===== config.mk =====
export PLATFORM = sky130hd
export DESIGN_NAME = and_or_pipe
export DESIGN_NICKNAME = d
export VERILOG_FILES = /design/src/rtl/and_or_pkg.sv /design/src/rtl/and_or_stage.sv /design/src/rtl/and_or_pipe.sv
export SDC_FILE = /design/constraint.sdc
export NUM_CORES = 1
export LEC_CHECK = 0
export CAP_MARGIN = 0
export CORE_ASPECT_RATIO = 1.25
export CORE_MARGIN = 4
export CORE_UTILIZATION = 56
export CTS_BUF_LIST = sky130_fd_sc_hd__clkbuf_4
export CTS_CLUSTER_DIAMETER = 120
export DETAILED_ROUTE_END_ITERATION = 10
export GPL_TIMING_DRIVEN = 1
export PLACE_DENSITY = 0.85
export SLEW_MARGIN = 20
export SYNTH_ARGS = -nofsm -noshare
export SYNTH_HDL_FRONTEND = slang
export SYNTH_SLANG_ARGS = --single-unit

===== constraint.sdc =====
create_clock -name clk -period 4.1 [get_ports clk]
set_input_delay 0.82 -clock clk [delete_from_list [all_inputs] [get_ports clk]]
set_output_delay 0.82 -clock clk [all_outputs]
set_load 0.005 [all_outputs]

===== src/rtl/and_or_pkg.sv =====
// ============================================================================
// Module      : and_or_pkg
// Description : Operator encoding and the shared bitwise evaluation function
//               for the and_or_pipe datapath.
// Revision    : 1.0 - initial release
// ============================================================================
`default_nettype none

package and_or_pkg;

    // Widest operand the evaluation function handles; callers zero-extend.
    localparam int c_MAX_W = 64;

    typedef enum logic [1:0] {
        OP_AND_OR   = 2'd0,
        OP_NAND_NOR = 2'd1,
        OP_XOR      = 2'd2,
        OP_PASS     = 2'd3
    } op_e;

    // Returns {x, y}, each c_MAX_W bits wide.
    function automatic logic [2*c_MAX_W-1:0] and_or_eval(
        input op_e                op,
        input logic [c_MAX_W-1:0] a,
        input logic [c_MAX_W-1:0] b,
        input logic [c_MAX_W-1:0] c
    );
        logic [c_MAX_W-1:0] x;
        logic [c_MAX_W-1:0] y;
        case (op)
            OP_AND_OR: begin
                x = a & b;
                y = b | c;
            end
            OP_NAND_NOR: begin
                x = ~(a & b);
                y = ~(b | c);
            end
            OP_XOR: begin
                x = a ^ b;
                y = b ^ c;
            end
            default: begin
                x = a;
                y = c;
            end
        endcase
        return {x, y};
    endfunction

endpackage

`default_nettype wire


===== src/rtl/and_or_stage.sv =====
// ============================================================================
// Module      : and_or_stage
// Description : One pipeline register stage carrying valid, x, y and op,
//               with load enable and synchronous reset.
// Revision    : 1.0 - initial release
// ============================================================================
`default_nettype none

module and_or_stage #(
    parameter int WIDTH = 8
) (
    input  logic             clk,
    input  logic             rst,
    input  logic             i_en,
    input  logic             i_valid,
    input  logic [WIDTH-1:0] i_x,
    input  logic [WIDTH-1:0] i_y,
    input  logic [1:0]       i_op,
    output logic             o_valid,
    output logic [WIDTH-1:0] o_x,
    output logic [WIDTH-1:0] o_y,
    output logic [1:0]       o_op
);

    logic             r_valid_q;
    logic [WIDTH-1:0] r_x_q;
    logic [WIDTH-1:0] r_y_q;
    logic [1:0]       r_op_q;

    logic             w_valid_d;
    logic [WIDTH-1:0] w_x_d;
    logic [WIDTH-1:0] w_y_d;
    logic [1:0]       w_op_d;

    always_comb begin
        w_valid_d = r_valid_q;
        w_x_d     = r_x_q;
        w_y_d     = r_y_q;
        w_op_d    = r_op_q;
        if (i_en) begin
            w_valid_d = i_valid;
            w_x_d     = i_x;
            w_y_d     = i_y;
            w_op_d    = i_op;
        end
    end

    always_ff @(posedge clk) begin
        if (rst) begin
            r_valid_q <= 1'b0;
            r_x_q     <= '0;
            r_y_q     <= '0;
            r_op_q    <= '0;
        end else begin
            r_valid_q <= w_valid_d;
            r_x_q     <= w_x_d;
            r_y_q     <= w_y_d;
            r_op_q    <= w_op_d;
        end
    end

    assign o_valid = r_valid_q;
    assign o_x     = r_x_q;
    assign o_y     = r_y_q;
    assign o_op    = r_op_q;

endmodule

`default_nettype wire


===== src/rtl/and_or_pipe.sv =====
// ============================================================================
// Module      : and_or_pipe
// Description : Valid/ready pipelined AND/OR-family operator unit with a
//               global-stall pipeline and a saturating transfer counter.
// Revision    : 1.0 - initial release
// ============================================================================
`default_nettype none

module and_or_pipe
    import and_or_pkg::*;
#(
    parameter int WIDTH   = 8,
    parameter int LATENCY = 2,
    parameter int CNT_W   = 16
) (
    input  logic             clk,
    input  logic             rst,
    input  logic             in_valid,
    output logic             in_ready,
    input  logic [WIDTH-1:0] a,
    input  logic [WIDTH-1:0] b,
    input  logic [WIDTH-1:0] c,
    input  logic [1:0]       op,
    output logic             out_valid,
    input  logic             out_ready,
    output logic [WIDTH-1:0] x,
    output logic [WIDTH-1:0] y,
    output logic [1:0]       out_op,
    output logic [CNT_W-1:0] xfer_cnt
);

    localparam logic [CNT_W-1:0] c_CNT_MAX = {CNT_W{1'b1}};

    logic                  w_advance;
    logic [c_MAX_W-1:0]    w_a_ext;
    logic [c_MAX_W-1:0]    w_b_ext;
    logic [c_MAX_W-1:0]    w_c_ext;
    logic [2*c_MAX_W-1:0]  w_res;
    logic                  w_unused;

    // Index 0 is the freshly computed result; index i+1 is stage i's output.
    logic                  w_vld [LATENCY+1];
    logic [WIDTH-1:0]      w_x   [LATENCY+1];
    logic [WIDTH-1:0]      w_y   [LATENCY+1];
    logic [1:0]            w_op  [LATENCY+1];

    logic [CNT_W-1:0]      r_cnt_q;
    logic [CNT_W-1:0]      w_cnt_d;

    // A full output stage that is not being drained freezes the whole pipe.
    assign w_advance = !out_valid || out_ready;
    assign in_ready  = w_advance && !rst;

    always_comb begin
        w_a_ext              = '0;
        w_b_ext              = '0;
        w_c_ext              = '0;
        w_a_ext[WIDTH-1:0]   = a;
        w_b_ext[WIDTH-1:0]   = b;
        w_c_ext[WIDTH-1:0]   = c;
        w_res                = and_or_eval(op_e'(op), w_a_ext, w_b_ext, w_c_ext);
    end

    assign w_unused = ^w_res;

    assign w_vld[0] = in_valid;
    assign w_x[0]   = w_res[c_MAX_W +: WIDTH];
    assign w_y[0]   = w_res[0 +: WIDTH];
    assign w_op[0]  = op;

    generate
        for (genvar i = 0; i < LATENCY; i++) begin : g_stage
            and_or_stage #(
                .WIDTH (WIDTH)
            ) u_stage (
                .clk     (clk),
                .rst     (rst),
                .i_en    (w_advance),
                .i_valid (w_vld[i]),
                .i_x     (w_x[i]),
                .i_y     (w_y[i]),
                .i_op    (w_op[i]),
                .o_valid (w_vld[i+1]),
                .o_x     (w_x[i+1]),
                .o_y     (w_y[i+1]),
                .o_op    (w_op[i+1])
            );
        end
    endgenerate

    assign out_valid = w_vld[LATENCY];
    assign x         = w_x[LATENCY];
    assign y         = w_y[LATENCY];
    assign out_op    = w_op[LATENCY];

    always_comb begin
        w_cnt_d = r_cnt_q;
        if (out_valid && out_ready && (r_cnt_q != c_CNT_MAX)) begin
            w_cnt_d = r_cnt_q + CNT_W'(1);
        end
    end

    always_ff @(posedge clk) begin
        if (rst) begin
            r_cnt_q <= '0;
        end else begin
            r_cnt_q <= w_cnt_d;
        end
    end

    assign xfer_cnt = r_cnt_q;

endmodule

`default_nettype wire


==> impl_metrics.toml, run 1 <==
[outcome]
status = "complete, no violations"

[drt]
routed_wl_um = 5920
drc = 0
drt_iter0_drc = 113
via_count = 2516
wl_per_cell_um = 12.7
ant_nets = 0
vias_per_cell = 5.41
dr.pass1.iters = 4

[layout]
layout.nets = 451
insertedDiodeCount = 0
area_delta_synth_final_pct = 25.7
drive_above_1_share = 0.0543

[logic_synthesis]
ys_seq_area_frac = 0.380
netlist_instances = 353
synth.avg_cell_area_um2 = 8.05
synth_area_mm2 = 0.00284
synthArstFlopShare = 0
synth.top_cell.area_share = 0.380
yosys_warnings = 0
synth_xor_area_frac = 0.0493
yosysTopAreaCell = "dfxtp_1"
synth.mux.area_fraction = 0.0678
synth_cell_types = 36
yosys.area_share.simple = 0.204
ys_dominant_reg_cell = "dfxtp_1"
synthTopCellsByArea = "dfxtp_1 (38%), nand2_1 (9.2%), ha_1 (7.5%)"
yosys.area_share.adder = 0.0749
synth_compound_area_frac = 0.165
synth_edf_count = 0
synthesis.nets = 400
ys_seq_elements = 54
synth_top_family_by_area = "simple AND/OR/NAND/NOR gates"

[timing]
rsz0062_at_grt = "false"
setup_violations = 0
fin_crit_ps = 2850
post-route-period-util = 0.695
hold_violations = 0
setup_tns_ps = 0
skew_ps = 5.91
tightest_slew_ps = 985
max_freq_ghz = 0.351
slew_viol_final = 0
relSlewSlack = 0.338
layout_setup_ws_ps = 1250

[clocking]
clk_latency_ps = 370
clock-root-buffer = "clkbuf_4"
cts_sinks = 54
clkTransAtPathRegs_ps = 150
numCtsBuffers = 5
cts_tree = "done"
cts_buffer_depth = 2
hold_buffers = 0
htreeDepth = 2
cts_setup_buffers = 0
cts-resized-gates = 0

[place]
place_hpwl_um = 4350
dp_slack_ps = 1220
io_buffers = 65
routabilityCongestion = 0.745

[run]
maxCapViolCount = 0

[power_and_ir_drop]
power_density_mw_per_mm2 = 297
ir_drop_uv = 160
leakage_nw = 1.41

[setup_path]
cp-end-kind = "output port"
start_kind = "primary input"
required_ps = 3280
cp_max_fo = 4
cp_slowest_stage_delay_ps = 540
critPathArrivalTime_ps = 2030
crit_slowest_cell = "clkdlybuf4s50_1"
criticalPathCategory = "primary input to output port"
crit_path_frequent_cell = "clkdlybuf4s50_1"
crit_path_cell_trace = "clkdlybuf4s50_1 > nor2b_2 > nor2_1 > clkdlybuf4s50_1"

[floorplanning]
dieHeight_um = 87.6
placeableCoreArea_mm2 = 0.00483
rows = 28
start_util = 0.588
die_x_um = 71.7
pin_count = 66
dieArea_mm2 = 0.00628

[global_route]
grt_pass1_wl_um = 9730
grt_overflow = 0
antenna_found_initial = 0
grt_pass1_vias = 2337
grt_max_degree = 57
grt_usage = 0.188

[worst_hold_path]
hp-class = "flip-flop to flip-flop"
layout make-up:
type                            count  area [um^2]
Multi-Input combinational cell    256         1600
Fill cell                         381         1260
Clock buffer                        5         37.5
Clock inverter                      3         47.5
Inverter                           19         71.3
Timing Repair Buffer               68          663
Sequential cell                    54         1080
Tap cell                           60         75.1
cells in the mapped netlist (4+ instances only):
master / count
nand2_1: 70
dfxtp_1: 54
a21oi_1: 39
clkbuf_1: 19
inv_1: 19
ha_1: 17
mux2i_1: 17
o21ai_0: 17
nor2_1: 16
o211ai_1: 9
a211oi_1: 8
or3_1: 8
xnor2_1: 8
xor2_1: 8
o31ai_1: 5
or4_1: 5
buf_2: 4
nand4_1: 4
layer usage:
layer  up-vias  routed length [um]  GRT usage
met3         9                 275     0.0253
met1      1130                2570      0.211
li1       1316                   -          -
met2        61                3000      0.361
met5         -                   0          0
met4         0                  79     0.0598
worst max-delay path: cells and delay by family:
| family | cells | cell delay [ps] |
|---|---|---|
| buffers and inverters | 2 | 1050 |
| AND/OR/NAND/NOR | 2 | 150 |
cell usage in the layout (no fill, tap or decap), types with 3 or more instances in the layout:
cell	netlist	layout
ha_1	17	17
nand3_1	3	3
nand4_1	4	4
dfxtp_1	54	54
clkbuf_4	0	5
o21ai_0	17	17
xor2_1	8	8
clkdlybuf4s50_1	0	63
xnor2_1	8	8
buf_4	0	3
o31ai_1	5	5
o211ai_1	9	9
a211oi_1	8	8
inv_1	19	19
nor4_1	3	3
mux2i_1	17	17
nor2_1	16	16
or3_1	8	8
or4_1	5	5
nand2_1	70	70
a21oi_1	39	39
metrics by stage:
step | util | hold slack, ps | cells | total power [W] | area [um^2]
2_1_floorplan | - | 432 | 353 | 0.000687 | 2840
3_3_place_gp | 0.721 | 440 | 457 | 0.000758 | 3490
3_5_place_dp | 0.721 | 444 | 457 | 0.000767 | 3490
4_1_cts | 0.739 | 463 | 465 | 0.00107 | 3570
5_1_grt | 0.739 | 481 | 465 | 0.00111 | 3570
6_report | 0.739 | 459 | 465 | 0.00106 | 3570
cell families after synthesis:
logic type	count (synthesis)
buffers and inverters	43
AOI/OAI and AO/OA	81
adders and majority gates	17
muxes	19
DFF	54
xor gates and xnor gates	16
and+or+nand+nor	123
sequential cells by signal, indices dropped and copies added, names as in the netlist:
signal                   count
g_stage.u_stage.o_op         4
g_stage.u_stage.o_valid      2
g_stage.u_stage.o_x         16
g_stage.u_stage.o_y         16
xfer_cnt                    16
worst paths after layout:
| path | startpoint | endpoint | slack (ps) | cells past startpoint |
|---|---|---|---|---|
| worst max-delay path | out_ready | in_ready | 1250 | 4 |
| worst min register to register | g_stage[1].u_stage.o_x[7] | g_stage[1].u_stage.o_x[7] | 460 | 2 |
| worst max register to register | xfer_cnt[0] | xfer_cnt[7] | 1750 | 5 |
| worst min-delay path | g_stage[1].u_stage.o_x[7] | g_stage[1].u_stage.o_x[7] | 460 | 2 |
where the power goes:
part | total, W | switching [W] | internal (W)
logic | 0.000180 | 0.0000823 | 0.0000977
registers | 0.000574 | 0.0000179 | 0.000556
clock network | 0.000307 | 0.000174 | 0.000133
total | 0.00106 | 0.000274 | 0.000787
(Power assumes the default switching activity.)
==> inputs of run 2 (changes only) <==
--- a/config.mk
+++ b/config.mk
@@ -8,12 +8,12 @@
 export CAP_MARGIN = 0
 export CORE_ASPECT_RATIO = 1.25
 export CORE_MARGIN = 4
-export CORE_UTILIZATION = 56
+export CORE_UTILIZATION = 52
 export CTS_BUF_LIST = sky130_fd_sc_hd__clkbuf_4
 export CTS_CLUSTER_DIAMETER = 120
 export DETAILED_ROUTE_END_ITERATION = 10
 export GPL_TIMING_DRIVEN = 1
-export PLACE_DENSITY = 0.85
+export PLACE_DENSITY = 0.8
 export SLEW_MARGIN = 20
 export SYNTH_ARGS = -nofsm -noshare
 export SYNTH_HDL_FRONTEND = slang
==> constraint.sdc (replaced) <==
create_clock -name clk -period 2.7 [get_ports clk]
set_input_delay 0.54 -clock clk [delete_from_list [all_inputs] [get_ports clk]]
set_output_delay 0.54 -clock clk [all_outputs]
set_load 0.005 [all_outputs]
==> impl_metrics.toml, run 2 (synthesis results as in run 1) <==
[outcome]
status = "complete, no violations"

[place]
routabilityCongestion = 0.818
io_buffers = 65
place_hpwl_um = 4390
placed_area_mm2 = 0.00352

[timing]
tightest_slew_ps = 554
rsz0062_at_grt = "false"
setup_violations = 0
setup_tns_ps = 0
fin_crit_ps = 2270
relSlewSlack = 0.631
post-route-period-util = 0.840
skew_ps = 7.05
max_freq_ghz = 0.441
slew_viol_final = 0
hold_violations = 0

[drt]
drt_iter0_drc = 45
wl_per_cell_um = 12.5
dr.pass1.iters = 5
ant_nets = 0
via_count = 2578
vias_per_cell = 5.49
drc = 0
routed_wl_um = 5900

[floorplanning]
pin_count = 66
placeableCoreArea_mm2 = 0.00519
rows = 29
dieArea_mm2 = 0.00672
dieHeight_um = 90.6
die_x_um = 74.1
start_util = 0.548

[setup_path]
rrSetupSlack_ps = 610
timing.rr.start = "xfer_cnt[0]"
cp-startpoint = "out_ready"
cp-endpoint = "in_ready"
rr_endpoint = "xfer_cnt[14]"
cp_max_fo = 4
crit_path_cell_trace = "clkdlybuf4s50_1 > nor2b_2 > nor2_1 > clkdlybuf4s50_1"
criticalPathCategory = "primary input to output port"
start_kind = "primary input"
crit_path_frequent_cell = "clkdlybuf4s50_1"
critPathArrivalTime_ps = 1730
crit_slowest_cell = "clkdlybuf4s50_1"
cp_slowest_stage_delay_ps = 530
worstRegToRegCells = 5
cp-end-kind = "output port"
required_ps = 2160

[layout]
fillers = 464
insertedDiodeCount = 0
mostFrequentLayoutCells = "nand2_1 (70), clkdlybuf4s50_1 (63), dfxtp_1 (54)"
multi_input_area_mm2 = 0.00160
final-seq-area_mm2 = 0.00108
layout.nets = 455
layout_commonest_cell = "nand2_1"
drive_above_1_share = 0.0613
design_area_mm2 = 0.00357
area_delta_synth_final_pct = 25.7

[global_route]
grt_usage = 0.183
grt_pass1_vias = 2420
grt_pass1_wl_um = 10100
grt_overflow = 0
grt_max_degree = 57
antenna_found_initial = 0

[clocking]
htreeDepth = 2
cts_setup_buffers = 0
cts_tree = "done"
clk_latency_ps = 360
hold_buffers = 0
numCtsBuffers = 5
cts-resized-gates = 0
cts_sinks = 54
clkTransAtPathRegs_ps = 150
cts_buffer_depth = 2
clock-root-buffer = "clkbuf_4"

[power_and_ir_drop]
internal_power_w = 0.00110
switchingPower_w = 0.000388
p_total_w = 0.00149
leakage_nw = 1.41
clockPowerShare = 0.232
ir_drop_uv = 220
combPwrFrac = 0.184
power_density_mw_per_mm2 = 417
switching_share = 0.260
p_seq_frac = 0.585

[worst_hold_path]
hp-class = "flip-flop to flip-flop"

[run]
maxCapViolCount = 0
-- run 2: cell count changes in the layout (fill, tap and decap cells not counted) --
cell and change:
clkbuf_4 +1, clkinvlp_4 +1, bufinv_16 -1, inv_6 -2
buf_4 +4
-- run 2: routing by layer --
layer,GRT usage,vias to the layer above,part of all wire
li1,-,1330,-
met1,0.207,1167,0.42
met2,0.328,69,0.50
met3,0.0278,12,0.058
met4,0.0785,0,0.020
met5,0,-,0
-- run 2: worst min path at each step --
stage	startpoint	endpoint	slack (ps)	cells after the start
after floorplan	g_stage[0].u_stage.o_op[0]	g_stage[0].u_stage.o_op[0]	430	2
after global placement	g_stage[0].u_stage.o_op[0]	g_stage[0].u_stage.o_op[0]	440	2
after detailed placement	g_stage[0].u_stage.o_x[2]	g_stage[0].u_stage.o_x[2]	450	2
after CTS	g_stage[0].u_stage.o_x[2]	g_stage[0].u_stage.o_x[2]	460	2
after global routing	g_stage[0].u_stage.o_x[0]	g_stage[1].u_stage.o_x[0]	480	2
final	g_stage[0].u_stage.o_x[2]	g_stage[1].u_stage.o_x[2]	460	2
-- run 2: layout make-up --
type,count,area share
sequential,54,0.303
multi-input combinational,256,0.447
clock buffer,6,0.0126
tap,62,0.0217
timing repair buffer,72,0.194
inverter,19,0.0200
clock inverter,1,0.00210
-- run 2: worst max-delay path: cells and delay by family --
family                 cells  cell delay, ps
buffers and inverters      2            1040
AND/OR/NAND/NOR            2             150
-- run 2: through the flow --
stage / util / cells / hold WS, ps / setup WS [ps]
floorplan: - / 353 / 432 / 805
global placement: 0.678 / 463 / 440 / 310
detailed placement: 0.678 / 463 / 446 / 285
CTS: 0.688 / 470 / 464 / 412
global route: 0.688 / 470 / 482 / 377
finish: 0.688 / 470 / 462 / 432
-- run 2: power groups by stage --
stage          clock (W)  combinational (W)  sequential (W)
2_1_floorplan          0           0.000158        0.000885
3_3_place_gp           0           0.000268        0.000887
3_5_place_dp           0           0.000278        0.000889
4_1_cts         0.000357           0.000279        0.000872
5_1_grt         0.000388           0.000310        0.000878
6_report        0.000345           0.000274        0.000871
==> inputs of run 3 (changes only) <==
==> constraint.sdc (replaced) <==
create_clock -name clk -period 2.11 [get_ports clk]
set_input_delay 0.422 -clock clk [delete_from_list [all_inputs] [get_ports clk]]
set_output_delay 0.422 -clock clk [all_outputs]
set_load 0.005 [all_outputs]
==> impl_metrics.toml, run 3 (synthesis results as in run 1) <==
[outcome]
status = "complete, no violations"

[setup_path]
crit_slowest_cell = "dfxtp_1"
crit_family = "simple AND/OR/NAND/NOR gates"
required_ps = 2380
cp_max_fo = 14
crit_path_cell_trace = "ha_1 > nand4_2 > buf_4 > nor4_2 > buf_4 > nor4_1 > mux2_2"
cp-end-kind = "flip-flop"
timing.rr.start = "xfer_cnt[0]"
cp_slowest_stage_delay_ps = 440
crit_path_frequent_cell = "buf_4"
worstRegToRegCells = 7
rr_endpoint = "xfer_cnt[7]"
start_kind = "flip-flop"
cp_num_buf_inv = 2
critPathArrivalTime_ps = 2190
criticalPathCategory = "flip-flop to flip-flop"
rrSetupSlack_ps = 190

[layout]
insertedDiodeCount = 0
multi_input_area_mm2 = 0.00160
instances_no_fill = 475
fillers = 439
area_delta_synth_final_pct = 28.7
design_area_mm2 = 0.00366
layout.nets = 459
mostFrequentLayoutCells = "nand2_1 (70), clkdlybuf4s50_1 (62), dfxtp_1 (54)"
drive_above_1_share = 0.0726
final-seq-area_mm2 = 0.00108
layout_commonest_cell = "nand2_1"

[global_route]
grt_max_degree = 57
grt_usage = 0.181
grt_overflow = 0
grt_pass1_vias = 2407
grt_pass1_wl_um = 9940
antenna_found_initial = 0

[drt]
via_count = 2599
drc = 0
wl_per_cell_um = 12.3
dr.pass1.iters = 4
routed_wl_um = 5860
ant_nets = 0
drt_iter0_drc = 113
vias_per_cell = 5.47

[clocking]
clk_latency_ps = 370
cts_tree = "done"
cts_sinks = 54
cts_buffer_depth = 2
clkTransAtPathRegs_ps = 150
htreeDepth = 2
hold_buffers = 0
numCtsBuffers = 5
clock-root-buffer = "clkbuf_4"

[power_and_ir_drop]
ir_drop_uv = 282
power_density_mw_per_mm2 = 561
leakage_nw = 1.46

[timing]
setup_violations = 0
setup_tns_ps = 0
fin_crit_ps = 1920
relSlewSlack = 0.629
skew_ps = 16.7
post-route-period-util = 0.912
max_freq_ghz = 0.520
rsz0062_at_grt = "false"
slew_viol_final = 0
tightest_slew_ps = 557
hold_violations = 0

[floorplanning]
die_x_um = 74.1
dieHeight_um = 90.6
pin_count = 66
start_util = 0.548
dieArea_mm2 = 0.00672
placeableCoreArea_mm2 = 0.00519
rows = 29

[worst_hold_path]
min_to = "g_stage[1].u_stage.o_x[3]"
hp-start = "g_stage[0].u_stage.o_x[3]"
hp-class = "flip-flop to flip-flop"
hold_depth = 2

[place]
routabilityCongestion = 0.818
io_buffers = 65
place_hpwl_um = 4360
place_inst = 467
placed_area_mm2 = 0.00357

[run]
maxCapViolCount = 0
## run 3: stage by stage
step | hold slack (ps) | worst slack, ps | total power (W) | util
after CTS | 460 | 180 | 0.00208 | 0.705
after global routing | 476 | 45.2 | 0.00216 | 0.705
after global placement | 439 | -83.0 | 0.00148 | 0.689
final | 456 | 186 | 0.00205 | 0.705
after floorplan | 432 | 215 | 0.00133 | -
after detailed placement | 445 | -139 | 0.00150 | 0.689
## run 3: what timing repair did
action,CTS,global route
setup buffers,0,0
resized for setup,1,0
setup endpoints to repair,1,0
## run 3: tightest hold or removal path, stage by stage (launching register included)
cell	delay, ps
dfxtp_1	330
nand2_1	60
a21oi_1	60
## run 3: cell type report
cell class | count | area share
multi-input combinational | 256 | 0.437
clock inverter | 1 | 0.00821
inverter | 19 | 0.0195
timing repair buffer | 76 | 0.204
clock buffer | 7 | 0.0144
tap | 62 | 0.0212
sequential | 54 | 0.296
## run 3: worst max-delay path by stage
stage / from / endpoint / depth (start not counted)
after global routing: xfer_cnt[0] / xfer_cnt[10] / 6
final: xfer_cnt[0] / xfer_cnt[7] / 7
after floorplan: xfer_cnt[0] / xfer_cnt[14] / 5
after global placement: out_ready / xfer_cnt[15] / 5
after detailed placement: out_ready / xfer_cnt[15] / 5
after CTS: xfer_cnt[0] / xfer_cnt[7] / 7
## run 3: power breakdown
part	internal [W]	leakage (nW)	switching, W	total [W]
registers	0.00108	0.444	0.0000341	0.00111
clock network	0.000278	0.0463	0.000303	0.000581
logic	0.000197	0.968	0.000158	0.000355
total	0.00155	1.46	0.000495	0.00205
## run 3: layer usage
metal,global-route usage,vias to the layer above,wire length [um]
li1,-,1336,-
met1,0.199,1173,2510
met2,0.322,74,2890
met3,0.0334,16,310
met4,0.0816,0,145
met5,0,-,0
